**src/rtl/sr595_chain_serializer.sv**
```systemverilog
`default_nettype none
// ============================================================================
// Module   : sr595_chain_serializer
// Purpose  : Shifts a snapshotted parallel word into a 74HC595 daisy chain
//            with a programmable SCLK divider, then pulses the shared latch.
// Revision : 1.0  initial release
// ============================================================================
module sr595_chain_serializer #(
    parameter int NUM_ICS      = 2,
    parameter int CLK_DIV      = 1,
    parameter int LATCH_CYCLES = 1
) (
    input  logic                   clk_i,
    input  logic                   rst_i,
    input  logic                   start_i,
    input  logic [NUM_ICS*8-1:0]   data_i,
    input  logic                   lsb_first_i,
    input  logic                   blank_i,
    output logic                   busy_o,
    output logic                   done_o,
    output logic                   sclk_o,
    output logic                   data_o,
    output logic                   latch_o,
    output logic                   oe_n_o
);

    localparam int C_N  = NUM_ICS * 8;
    localparam int C_BW = $clog2(C_N);
    localparam int C_DW = $clog2(CLK_DIV + 1);
    localparam int C_LW = $clog2(LATCH_CYCLES + 1);

    localparam logic [C_BW-1:0] C_LAST_BIT = C_BW'(C_N - 1);
    localparam logic [C_DW-1:0] C_DIV_LOAD = C_DW'(CLK_DIV - 1);
    localparam logic [C_LW-1:0] C_LAT_LOAD = C_LW'(LATCH_CYCLES - 1);

    typedef enum logic [2:0] {
        S_IDLE  = 3'd0,
        S_SETUP = 3'd1,
        S_HIGH  = 3'd2,
        S_LATCH = 3'd3,
        S_DONE  = 3'd4
    } state_t;

    state_t           state_q, state_d;
    logic [C_DW-1:0]  div_q, div_d;
    logic [C_LW-1:0]  lat_q, lat_d;
    logic [C_BW-1:0]  bit_q, bit_d;
    logic [C_N-1:0]   shadow_q, shadow_d;
    logic             lsb_q, lsb_d;
    logic             sclk_q, sclk_d;
    logic             data_q, data_d;
    logic             latch_q, latch_d;
    logic             busy_q, busy_d;
    logic             done_q, done_d;
    logic             oe_n_q;
    logic [C_BW-1:0]  w_idx;

    always_comb begin
        state_d  = state_q;
        div_d    = div_q;
        lat_d    = lat_q;
        bit_d    = bit_q;
        shadow_d = shadow_q;
        lsb_d    = lsb_q;

        case (state_q)
            S_IDLE, S_DONE: begin
                state_d = S_IDLE;
                if (start_i) begin
                    shadow_d = data_i;
                    lsb_d    = lsb_first_i;
                    bit_d    = '0;
                    div_d    = C_DIV_LOAD;
                    state_d  = S_SETUP;
                end
            end
            S_SETUP: begin
                if (div_q == '0) begin
                    div_d   = C_DIV_LOAD;
                    state_d = S_HIGH;
                end else begin
                    div_d = div_q - C_DW'(1);
                end
            end
            S_HIGH: begin
                if (div_q == '0) begin
                    div_d = C_DIV_LOAD;
                    if (bit_q == C_LAST_BIT) begin
                        lat_d   = C_LAT_LOAD;
                        state_d = S_LATCH;
                    end else begin
                        bit_d   = bit_q + C_BW'(1);
                        state_d = S_SETUP;
                    end
                end else begin
                    div_d = div_q - C_DW'(1);
                end
            end
            S_LATCH: begin
                if (lat_q == '0) begin
                    state_d = S_DONE;
                end else begin
                    lat_d = lat_q - C_LW'(1);
                end
            end
            default: state_d = S_IDLE;
        endcase

        // bit_q counts transmitted bits; the shadow index depends on bit order
        w_idx   = lsb_d ? bit_d : (C_LAST_BIT - bit_d);
        data_d  = (state_d == S_SETUP) ? shadow_d[w_idx] : data_q;
        sclk_d  = (state_d == S_HIGH);
        latch_d = (state_d == S_LATCH);
        busy_d  = (state_d == S_SETUP) || (state_d == S_HIGH) || (state_d == S_LATCH);
        done_d  = (state_d == S_DONE);
    end

    always_ff @(posedge clk_i) begin
        if (rst_i) begin
            state_q  <= S_IDLE;
            div_q    <= '0;
            lat_q    <= '0;
            bit_q    <= '0;
            shadow_q <= '0;
            lsb_q    <= 1'b0;
            sclk_q   <= 1'b0;
            data_q   <= 1'b0;
            latch_q  <= 1'b0;
            busy_q   <= 1'b0;
            done_q   <= 1'b0;
            oe_n_q   <= 1'b1;
        end else begin
            state_q  <= state_d;
            div_q    <= div_d;
            lat_q    <= lat_d;
            bit_q    <= bit_d;
            shadow_q <= shadow_d;
            lsb_q    <= lsb_d;
            sclk_q   <= sclk_d;
            data_q   <= data_d;
            latch_q  <= latch_d;
            busy_q   <= busy_d;
            done_q   <= done_d;
            oe_n_q   <= blank_i;
        end
    end

    assign busy_o  = busy_q;
    assign done_o  = done_q;
    assign sclk_o  = sclk_q;
    assign data_o  = data_q;
    assign latch_o = latch_q;
    assign oe_n_o  = oe_n_q;

endmodule
`default_nettype wire

```
**config.mk**
```make
export PLATFORM = sky130hd
export DESIGN_NAME = sr595_chain_serializer
export DESIGN_NICKNAME = d
export VERILOG_FILES = /design/src/rtl/sr595_chain_serializer.sv
export SDC_FILE = /design/constraint.sdc
export NUM_CORES = 1
export LEC_CHECK = 0
export ABC_AREA = 1
export CELL_PAD_IN_SITES_DETAIL_PLACEMENT = 1
export CELL_PAD_IN_SITES_GLOBAL_PLACEMENT = 2
export CORE_MARGIN = 8
export CORE_UTILIZATION = 29
export CTS_BUF_LIST = sky130_fd_sc_hd__clkbuf_4
export DETAILED_ROUTE_END_ITERATION = 7
export HOLD_SLACK_MARGIN = 0.05
export PLACE_DENSITY_LB_ADDON = 0.1
export SETUP_SLACK_MARGIN = 0.2
export SLEW_MARGIN = 0
export SYNTH_ARGS = -nofsm -noshare
export SYNTH_HDL_FRONTEND = slang
export SYNTH_SLANG_ARGS = --single-unit
```
**constraint.sdc**
```tcl
create_clock -name clk_i -period 1.9 [get_ports clk_i]
set_input_delay 0.38 -clock clk_i [delete_from_list [all_inputs] [get_ports clk_i]]
set_output_delay 0.38 -clock clk_i [all_outputs]
set_load 0.05 [all_outputs]
```
==> summary.md, run 1 <==
| Metric | Value |
|---|---|
| DRT Pass-1 Iters | 4 |
| Slew margin rel. | 0.663 |
| Row count | 26 |
| Initial antenna violation count | 0 |
| First-pass GRT wire length | just under 7 mm |
| Final ANT Viol Nets | 0 |
| PnR Total Power | roughly 1.5 mW |
| Gpl congestion | 0.869 |
| Max clock buf depth | 2 |
| Clock share of power | 0.250 |
| Worst Hold Class | reg2reg |
| Area grow syn2layout | 42.7% |
| Core box area | ~5000 sq um |
| Max-slew violations | 0 |
| Share of cells above drive strength 1 | 0.230 |
| Clk slew on worst S/H paths | around 0.1 ns |
| Sequential fraction of the synthesis area | 0.409 |
| Startpoint Class | flip-flop |
| Total wire length | 4.16 mm |
| Gr usage total | 0.116 |
| WL/cell | 12.4 um |
| Crit. Startpoint | bit_q[1] |
| Residual DRC count | 0 |
| RSZ-0062 raised after global routing | yes |
| Result of the run | finished, final reports clean |
| Sequential power share | 0.454 |
| Cell area after synthesis | roughly 1500 sq um |
| Critical path class | reg2reg |
| Worst-Margin Slew | 0.507 ns |
| WL met3 | 232 um |
| Post-Syn Area per Cell | 6.89 sq um |
| Hold Crit Start | state_q[2] |
| Final net count | approximately 290 |
| Most frequent cell after synthesis | nand3_1 |
| Post-synth EDFFs | 0 |
| DRT iter0 DRCs | 36 |
| Via count | approximately 1500 |
| Fillers | 666 |
| Die area | 7590 sq um |
| Synth top area share | 0.409 |
| Vias in the first global route | between 1500 and 2000 |
| VDD IR max | 0.301 mV |
| Fmax | 552 MHz |
| Final Critical Period | roughly 1.8 ns |
| Largest net degree at the start of global routing | 21 |
| Wire length on met2 | 2.06 mm |
| H-tree depth | 2 |
| Port buffer count | 26 |
| Via-to-Cell Ratio | approximately 4.5 |
| Initial Util | 0.293 |
| Die Span X | just under 90 um |
| Ys Warns | 0 |
| Crit Path Max Fanout | 8 |
| Fin. Hold Viols | 0 |
| CTS tree | built |
| CTS Root Cell | clkbuf_4 |
| Net Count, Synth | between 200 and 250 |
| Switch share | 0.323 |
| Max layer used | met4 |
| Clock latency on the worst-skew pair | 0.33 ns |
| Top post-synthesis cells by area | dfxtp_1, nand3_1, nand2_1 |
| Io pins | 27 |
| M1 WL | about 1.8 mm |
| Synth Flop Type | dfxtp_1 |
| Worst reg2reg startpoint | bit_q[1] |
| CTS buffer count | 5 |
| Leakage | around 0.98 nW |
| Final Core Density | 0.418 |
| Final setup viols | 0 |
| N_diodes | 0 |
| Combinational share of power | 0.296 |
| Final clock skew | ~0.0048 ns |
| CTS sink cnt | 30 |
| Max-cap violations | 0 |
| GRT overflow | 0 |
| Cells after DPL | 324 |
| DP HPWL | around 3.2 mm |
| Pint | 1.03 mW |
| Sw power | 493 uW |
| PD cells | approximately 730 nW/um^2 |
| Synthesis-stage register bit count | 30 |
| Yosys top cell by area | dfxtp_1 |
| Worst setup EP type | flip-flop |
| Die height | between 80 and 90 um |
| Critical path arrival | 2.05 ns |
| Worst Path Required | 2.14 ns |
| Commonest cells in the netlist | nand3_1, nand2_1, dfxtp_1, inv_1, nor2_1 |
| Synth unique cells | 25 |
| Final Cycle Share | 0.953 |
| Syn Inst Count | 213 |
| Ys async rst share | 0 |
| Finished Layout Cells | between 300 and 400 |
==> cells by family after synthesis <==
group | share of synthesized area
buffers and inverters | 0.0989
flip-flops | 0.409
AND/OR/NAND/NOR | 0.386
AO/OA/AOI/OAI | 0.0852
XOR/XNOR | 0.0119
adder cells (fa/ha/maj) | 0.00852
==> final timing paths <==
kind | to | slack [ns] | depth (start not counted)
worst min-delay path | state_q[2] | 0.51 | 1
worst max-delay path | data_o | 0.09 | 12
worst min register to register | state_q[2] | 0.51 | 1
worst max register to register | data_o | 0.09 | 12
==> registers in the layout, indices dropped and copies added (netlist names) <==
register,count
shadow_q,16
state_q,3
oe_n_o,1
sclk_o,1
busy_o,1
data_o,1
lsb_q,1
latch_o,1
done_o,1
bit_q,4
==> critical path: stages, from the launching register on <==
cell and delay, ns:
dfxtp_2 0.35, ha_4 0.17, nand3_2 0.11, nand4_1 0.21
buf_4 0.22, nand3_4 0.13, nand3_1 0.10, nand3_1 0.10
nand3_1 0.08, nand3b_1 0.10, nand3_1 0.07, nand2_1 0.06
inv_1 0.03
==> repair_timing <==
action,4_1_cts,5_1_grt
endpoints found under the setup margin,6,1
hold buffers,0,0
cloned,0,0
buffers inserted,1,2
resized for setup,8,18
pin swaps,2,6
==> layout by cell type (no fill, tap or decap), drive strengths merged <==
cell type      instances
nand3b                 1
dlymetal6s2s           1
o211ai                 2
nand4                  2
xor2                   2
inv                   31
nand2                 45
o21a                   2
nand3                 40
nor3                   3
buf                   25
o21ba                  1
dfxtp                 30
a21oi                  3
nor2                  28
clkbuf                 6
or2                    2
dlygate4sd2            5
clkinv                 2
ha                     1
clkdlybuf4s50         19
o21ai                 14
==> power by group through the flow <==
stage	combinational, mW	sequential [mW]	clock, mW
5_1_grt	0.511	0.697	0.431
6_report	0.452	0.693	0.381
4_1_cts	0.449	0.691	0.399
3_5_place_dp	0.441	0.706	0
3_3_place_gp	0.433	0.704	0
2_1_floorplan	0.235	0.728	0
==> final cells by class <==
class                      count  area, sq um  area share
sequential                    30          606       0.289
multi-input combinational    146          785       0.375
clock buffer                   6         45.0      0.0215
tap                           70         87.6      0.0418
inverter                      31          116      0.0556
clock inverter                 2         8.76     0.00418
timing repair buffer          50          447       0.213
==> routing by layer <==
layer / track usage / vias to the layer above
li1: - / 781
met1: 0.129 / 710
met2: 0.198 / 24
met3: 0.0443 / 8
met4: 0.0406 / 0
met5: 0 / -
==> stage by stage <==
stage	setup TNS (ns)	worst slack (ns)	hold WS (ns)	instance area, sq um
2_1_floorplan	0	0.277	0.466	1470
3_3_place_gp	-0.217	-0.217	0.487	1950
3_5_place_dp	-0.287	-0.287	0.501	1950
4_1_cts	0	0.0436	0.517	2020
5_1_grt	0	0.0181	0.533	2090
6_report	0	0.0900	0.515	2090
Power figures use the tool's default switching activity.
==> run 2, diff against run 1 <==
--- a/config.mk
+++ b/config.mk
@@ -14,6 +14,7 @@
 export DETAILED_ROUTE_END_ITERATION = 7
 export HOLD_SLACK_MARGIN = 0.05
 export PLACE_DENSITY_LB_ADDON = 0.1
+export RECOVER_POWER = 100
 export SETUP_SLACK_MARGIN = 0.2
 export SLEW_MARGIN = 0
 export SYNTH_ARGS = -nofsm -noshare
==> summary.md, run 2 (synthesized netlist as in run 1, its figures left out) <==
| Metric | Value |
|---|---|
| Result of the run | finished, final reports clean |
| DRT Pass-1 Iters | 4 (unchanged) |
| First-pass GRT wire length | 6.93 mm (unchanged) |
| Worst Hold Class | reg2reg |
| Reg-to-Reg End | data_o |
| Die height | 87.1 um (unchanged) |
| Worst Path Required | 2.14 ns (about the same) |
| Sequential power share | 0.455 (about the same) |
| Fin. Hold Viols | 0 (unchanged) |
| Slew margin rel. | 0.476 (-0.187) |
| Total wire length | 4.16 mm (about the same) |
| Combinational share of power | 0.294 (-0.002) |
| Row count | 26 (unchanged) |
| Cells after DPL | 324 (unchanged) |
| Worst-Margin Slew | 0.786 ns (+0.279 ns) |
| Switch share | 0.324 (+0.000988) |
| Crit Path Max Fanout | 8 (unchanged) |
| CP bufs+invs | 2 (unchanged) |
| Crit path to | data_o |
| Final ANT Viol Nets | 0 (unchanged) |
| FF+latch area | 606 sq um (unchanged) |
| Cell count along the critical path | 12 (unchanged) |
| H-tree depth | 2 (unchanged) |
| CTS buffer count | 5 (unchanged) |
| Leakage | 0.969 nW (-1.1%) |
| Pint | 1.03 mW (-0.46%) |
| Fillers | 667 (+0.15%) |
| WL/cell | 12.4 um (about the same) |
| Crit. Startpoint | bit_q[1] |
| Finished Layout Cells | 335 (unchanged) |
| VDD IR max | 0.297 mV (-1.0%) |
| Max incr delay on CP | 0.35 ns (about the same) |
| Biggest register | shadow_q |
| GRT overflow | 0 (unchanged) |
| CTS tree | built |
| Area grow syn2layout | 41.9% |
| Largest net degree at the start of global routing | 21 (unchanged) |
| Worst setup EP type | flip-flop |
| Io pins | 27 (unchanged) |
| Max-cap violations | 0 (unchanged) |
| Final net count | 286 (unchanged) |
| R2R depth | 12 (unchanged) |
| Vias in the first global route | 1518 (unchanged) |
| Clk slew on worst S/H paths | 0.10 ns (about the same) |
| Final clock skew | 0.00483 ns (+0.0000000600 ns) |
| CTS sink cnt | 30 (unchanged) |
| Setup TNS | 0 ns (unchanged) |
| Final Critical Period | 1.81 ns (-0.0000168 ns) |
| Clock latency on the worst-skew pair | 0.33 ns (about the same) |
| R2R setup slack | 0.09 ns (about the same) |
| DRT iter0 DRCs | 32 (-11%) |
| Via-to-Cell Ratio | 4.55 (unchanged) |
| Initial antenna violation count | 0 (unchanged) |
| CP top delay family | simple AND/OR/NAND/NOR gates |
| PnR Total Power | 1.52 mW (-0.32%) |
| Port buffer count | 26 (unchanged) |
| Footprint of the multi-input gates | 785 sq um (unchanged) |
| N_diodes | 0 (unchanged) |
| Largest registers | shadow_q x16, bit_q x4, state_q x3 |
| Slowest cell on crit path | dfxtp_2 |
| Die area | 7590 sq um (unchanged) |
| Final Core Density | 0.416 (-0.00225) |
| Via count | 1523 (unchanged) |
| Final Cycle Share | 0.953 (about the same) |
| Sw power | 493 uW (about the same) |
| Die Span X | 87.1 um (unchanged) |
| CTS Hold Bufs | 0 (unchanged) |
| Share of cells above drive strength 1 | 0.219 (-0.0113) |
| Residual DRC count | 0 (unchanged) |
| WHS | 0.515 ns (unchanged) |
| Most common cell after layout, fill and taps aside | nand3_1 |
| Core box area | 5010 sq um (unchanged) |
| Gpl congestion | 0.869 (unchanged) |
| Critical path class | reg2reg |
| Final setup viols | 0 (unchanged) |
| Max clock buf depth | 2 (unchanged) |
| Clock share of power | 0.251 (about the same) |
| Worst reg2reg startpoint | bit_q[1] |
| RSZ-0062 raised after global routing | yes |
| Startpoint Class | flip-flop |
| Max-slew violations | 0 (unchanged) |
| Most frequent cells in the layout | nand3_1, nand2_1, inv_1, nor2_1, dfxtp_1 |
| Initial Util | 0.293 (unchanged) |
| Gr usage total | 0.116 (unchanged) |
| Max reg flops | 16 (unchanged) |
| Cell repeated most along the worst path | nand3_1 |
| CP cell instances | ha_4, nand3_2, nand4_1, buf_4, nand3_4, nand3_1, nand3_1, nand3_1, nand3b_1, nand3_1, nand2_1, inv_1 |
| DP HPWL | 3.24 mm (unchanged) |
| CTS Root Cell | clkbuf_4 |
| Fmax | 552 MHz (about the same) |
| PD cells | 730 nW/um^2 (+0.22%) |
| Critical path arrival | 2.05 ns (about the same) |
[run 2: changes by cell type in the layout (fill, tap and decap cells not counted), sizes merged]
cell,change
buf,-3
clkbuf,+3
clkdlybuf4s50,-1
dlygate4sd3,+1
[run 2: area by class of cell]
type | count | share of cell area
Inverter | 31 | 0.0559
Clock buffer | 6 | 0.0216
Clock inverter | 2 | 0.00420
Timing Repair Buffer | 50 | 0.209
Sequential cell | 30 | 0.291
Multi-Input combinational cell | 146 | 0.377
Tap cell | 70 | 0.0420
[run 2: through the flow]
stage,worst slack [ns],cell area [sq um]
floorplan,0.277,1470
global placement,-0.217,1950
detailed placement,-0.287,1950
CTS,0.0436,2020
global route,0.0181,2080
finish,0.0900,2080
[run 2: worst min-delay path by stage]
| stage | start | to | cells after the start |
|---|---|---|---|
| final | state_q[2] | state_q[2] | 1 |
| after global routing | state_q[2] | done_o | 1 |
| after CTS | state_q[2] | state_q[2] | 1 |
| after detailed placement | state_q[2] | state_q[2] | 1 |
| after global placement | state_q[2] | state_q[2] | 1 |
| after floorplan | state_q[2] | done_o | 1 |
[run 2: timing repair]
item / 4_1_cts / 5_1_grt
setup buffers: 1 / 2
pin swaps: 2 / 6
gates resized for setup: 8 / 18
setup endpoints to repair: 6 / 1
[run 2: routing by layer]
metal / GRT usage / routed length (um) / part of all wire / vias to the layer above
li1: - / - / - / 781
met4: 0.0406 / 47 / 0.011 / 0
met3: 0.0443 / 232 / 0.056 / 8
met5: 0 / 0 / 0 / -
met2: 0.198 / 2060 / 0.49 / 24
met1: 0.129 / 1820 / 0.44 / 710
[run 2: power groups by stage]
stage,clock (mW),sequential [mW],combinational [mW]
floorplan,0,0.728,0.235
global placement,0,0.704,0.433
detailed placement,0,0.706,0.441
CTS,0.399,0.691,0.449
global route,0.431,0.697,0.506
finish,0.381,0.693,0.447
[run 2: worst reg2reg max path, stage by stage, from the launching register on]
cell      delay, ns
dfxtp_2        0.35
ha_4           0.17
nand3_2        0.11
nand4_1        0.21
buf_4          0.22
nand3_4        0.13
nand3_1        0.10
nand3_1        0.10
nand3_1        0.08
nand3b_1       0.10
nand3_1        0.07
nand2_1        0.06
inv_1          0.03
